$ cat config.mk
export PLATFORM = sky130hd
export DESIGN_NAME = packer_10_16
export DESIGN_NICKNAME = d
export VERILOG_FILES = /design/src/rtl/packer_10_16.sv
export SDC_FILE = /design/constraint.sdc
export NUM_CORES = 1
export LEC_CHECK = 0
export BUFFER_PORTS_ARGS = -buffer_cell sky130_fd_sc_hd__buf_4
export CAP_MARGIN = 10
export CELL_PAD_IN_SITES_DETAIL_PLACEMENT = 2
export CELL_PAD_IN_SITES_GLOBAL_PLACEMENT = 2
export CORE_MARGIN = 3
export CORE_UTILIZATION = 34
export DETAILED_ROUTE_END_ITERATION = 10
export PLACE_DENSITY_LB_ADDON = 0.1
export SLEW_MARGIN = 20
export SYNTH_ARGS = -nofsm -noshare
export SYNTH_HDL_FRONTEND = slang
export SYNTH_SLANG_ARGS = --single-unit
$ cat constraint.sdc
create_clock -name clk -period 3.3 [get_ports clk]
set_input_delay 0.66 -clock clk [delete_from_list [all_inputs] [get_ports clk]]
set_output_delay 0.66 -clock clk [all_outputs]
set_load 0.02 [all_outputs]
$ cat src/rtl/packer_10_16.sv
// Repacks a stream of 10-bit words into 16-bit link words, LSB-first with no gaps.
// Flush emits any pending partial word zero-padded; phase counts accepted inputs modulo 8.
module packer_10_16 (
  input  logic        clk,
  input  logic        rst,
  input  logic [9:0]  data_in,
  input  logic        in_valid,
  output logic        in_ready,
  input  logic        flush,
  output logic [15:0] data_out,
  output logic        out_valid,
  input  logic        out_ready,
  output logic [2:0]  phase
);

  logic [25:0] acc;
  logic [3:0]  fill;
  logic        slot_free;
  logic        accept;
  logic        do_flush;
  logic        word_done;
  logic [4:0]  fill_sum;
  logic [25:0] merged;
  logic [15:0] flush_mask;

  // The output register is the only buffer; it frees up in the same cycle it retires.
  assign slot_free  = !out_valid || out_ready;
  assign in_ready   = slot_free;
  assign accept     = in_valid && slot_free;
  assign do_flush   = flush && !in_valid && slot_free;

  assign fill_sum   = {1'b0, fill} + 5'd10;
  assign word_done  = fill_sum[4];
  assign merged     = acc | ({16'd0, data_in} << fill);
  assign flush_mask = (16'd1 << fill) - 16'd1;

  always_ff @(posedge clk) begin
    if (rst) begin
      acc       <= '0;
      fill      <= '0;
      phase     <= '0;
      data_out  <= '0;
      out_valid <= 1'b0;
    end else if (accept) begin
      phase <= phase + 3'd1;
      // fill_sum[3:0] is fill+10-16 whenever a full word has formed
      fill  <= fill_sum[3:0];
      if (word_done) begin
        data_out  <= merged[15:0];
        out_valid <= 1'b1;
        acc       <= {16'd0, merged[25:16]};
      end else begin
        acc <= merged;
        if (out_ready) out_valid <= 1'b0;
      end
    end else if (do_flush) begin
      phase <= '0;
      if (fill != 4'd0) begin
        data_out  <= acc[15:0] & flush_mask;
        out_valid <= 1'b1;
        acc       <= '0;
        fill      <= '0;
      end else if (out_ready) begin
        out_valid <= 1'b0;
      end
    end else if (out_ready) begin
      out_valid <= 1'b0;
    end
  end

endmodule

==> impl_results.md <==
* Status: completed
* Drt initial violations at 136
* CTS max path bufs at 2
* CP required at 3.49 ns
* Final GP Congestion at 0.824
* Least-Margin Pin Slew at 0.673 ns
* Setup ws final at 0.866 ns
* Pleak at 1.19 nW
* Peak Freq at 411 MHz
* Cell area after synthesis at 2740 sq um
* Endpoints failing hold at 0
* Final Cycle Share at 73.8%
* Synth area leaders: dfxtp_1 35%, a21oi_1 6.2%, nor2_1 4.5%
* Hold_buf cts at 0
* Register Area at 961 sq um
* Clock net sink count at 48
* Worst-path clk slew at 0.09 ns
* Largest net degree at the start of global routing at 39
* HP Class: flip-flop to flip-flop
* Layout area overhead at 13.7%
* Core area at 7770 sq um
* RSZ-0062 raised after global routing: false
* CP startpoint kind: flip-flop
* Slew margin rel. at 54.7%
* CP max FO at 10
* Yosys cell types at 64
* DR WL/cell at 20.8 um
* Share of cells above drive strength 1 at 18.3%
* Routed wire length at 9500 um
* EDFF count, synth at 0
* Die Area at 9180 sq um
* Post-synth net total at 358
* Antenna fix cells at 0
* Vias in the first global route at 2732
* Die width at 95.8 um
* Critical Path AT at 2.63 ns
* Final period demand of the worst path at 2.43 ns
* Vias after detailed routing at 2656
* Nets at 376
* Cell taking the most area after synthesis: dfxtp_1
* Sequential area share after synthesis at 35.0%
* Detailed Routing Iterations Pass 1 at 4
* Max-Cap Viols at 0
* DRC viols at 0
* Grt ovf at 0
* Initial antenna violation count at 0
* Setup tns final at 0 ns
* Synth Instances at 336
* Place WS at 0.808 ns
* Synthesis Warnings at 0
* Starting Density at 35.3%
* Multi-input logic area at 1610 sq um
* Inserted Clock Buffers at 5
* Worst skew pair latency at 0.31 ns
* Buffers on Ports at 35
* First-pass GRT wire length at 15200 um
* Async SR Flop Fraction at 0%
* Post-synthesis average cell area at 8.16 sq um
* Routed Antenna Nets at 0
* Maximum VDD drop at 0.194 mV
* #FFs+latches synth at 48
* Die Y at 95.8 um
* Setup Crit Path Kind: flip-flop to flip-flop
* Max-slew violations at 0
* Top_reg_cell synth: dfxtp_1
* Post_cts resized at 0
* Crit end category: flip-flop
* Setup violators final at 0
* Final setup skew at 0.00954 ns
* Fillers at 922
* Drt via density at 5.81
* # rows at 32
* Setup bufs post-CTS at 0
* Total track usage at 21.8%
* Final HPWL DP at 6670 um
* Power per cell area at 456 nW/um^2
* Clock tree root buffer cell: clkbuf_8
* CTS H-tree depth at 2
* TritonCTS clock tree: yes
* Top Ports at 36
* Yosys top cell area share at 35.0%
[where the power goes]
part	internal (mW)	switching [mW]	leakage (nW)	total, mW
logic	0.143	0.257	0.759	0.400
registers	0.613	0.0256	0.391	0.638
clock network	0.172	0.211	0.0455	0.382
total	0.928	0.493	1.19	1.42
[worst paths after layout]
path | slack [ns] | depth (start not counted) | to | start
setup / recovery | 0.87 | 9 | data_out[14] | fill[2]
hold / removal | 0.46 | 2 | data_out[9] | data_out[9]
setup reg to reg | 0.87 | 9 | data_out[14] | fill[2]
hold reg to reg | 0.46 | 2 | data_out[9] | data_out[9]
[metrics by stage]
step / hold slack (ns) / std cells / utilization [%] / area (sq um) / power (mW)
floorplan: 0.437 / 336 / - / 2740 / 0.922
global placement: 0.442 / 449 / 39.0 / 3030 / 1.05
detailed placement: 0.453 / 449 / 39.0 / 3030 / 1.06
CTS: 0.465 / 457 / 40.1 / 3120 / 1.44
global route: 0.483 / 457 / 40.1 / 3120 / 1.51
finish: 0.460 / 457 / 40.1 / 3120 / 1.42
[Yosys cell counts, types with 4 or more instances]
library cell and instances:
a21oi_1 34, a22oi_1 7, a31oi_1 5, and3_1 10, buf_2 5, clkbuf_1 19
dfxtp_1 48, ha_1 7, inv_1 7, mux2_2 5, mux2i_1 8, nand2_1 28
nand3_1 13, nor2_1 33, nor2b_1 6, nor3_1 8, o211ai_1 4, o21ai_0 23
[logic make-up after synthesis]
group / after synthesis / synth area share, %
multiplexers: 15 / 6.61
other: 1 / 0.137
AO/OA/AOI/OAI: 108 / 26.1
adder cells (fa/ha/maj): 8 / 3.56
flip-flops: 48 / 35.0
AND/OR/NAND/NOR: 117 / 21.6
XOR/XNOR: 2 / 0.639
buffers and inverters: 37 / 6.30
[routing by layer]
| metal | share of wire, % | routed length, um | track usage, % | vias up |
|---|---|---|---|---|
| met4 | 0.87 | 83 | 4.86 | 0 |
| met5 | 0 | 0 | 0 | - |
| met2 | 49 | 4700 | 37.3 | 36 |
| met3 | 2.2 | 213 | 2.81 | 6 |
| li1 | - | - | - | 1264 |
| met1 | 47 | 4500 | 29.3 | 1350 |
[critical path: stages (launching register included)]
cell       delay (ns)
dfxtp_1          0.34
inv_1            0.12
ha_1             0.35
nand2_1          0.15
ha_1             0.37
or3b_2           0.50
o2111ai_1        0.20
a32oi_1          0.13
nand2_1          0.11
a21oi_1          0.06
[final cells by class]
class,count,share of cell area [%]
Tap cell,102,4.09
Clock buffer,8,2.89
Timing Repair Buffer,40,9.63
Multi-Input combinational cell,251,51.6
Inverter,8,0.963
Sequential cell,48,30.8
[cell usage in the layout (no fill, tap or decap), drive strengths merged, types with 5 or more instances in the layout]
cell,n
inv,8
a21oi,35
mux2i,8
buf,40
a31oi,5
mux2,5
and3,10
nand3,13
nor3,9
clkbuf,8
nor2,33
nor2b,6
nand2,29
dfxtp,48
a22oi,7
o21ai,23
ha,7
o211ai,5
[sequential cells by signal, indices dropped and copies added (netlist names)]
signal and flops:
data_out 16, acc 25, phase 3, fill 3, out_valid 1
(Power assumes the default switching activity.)
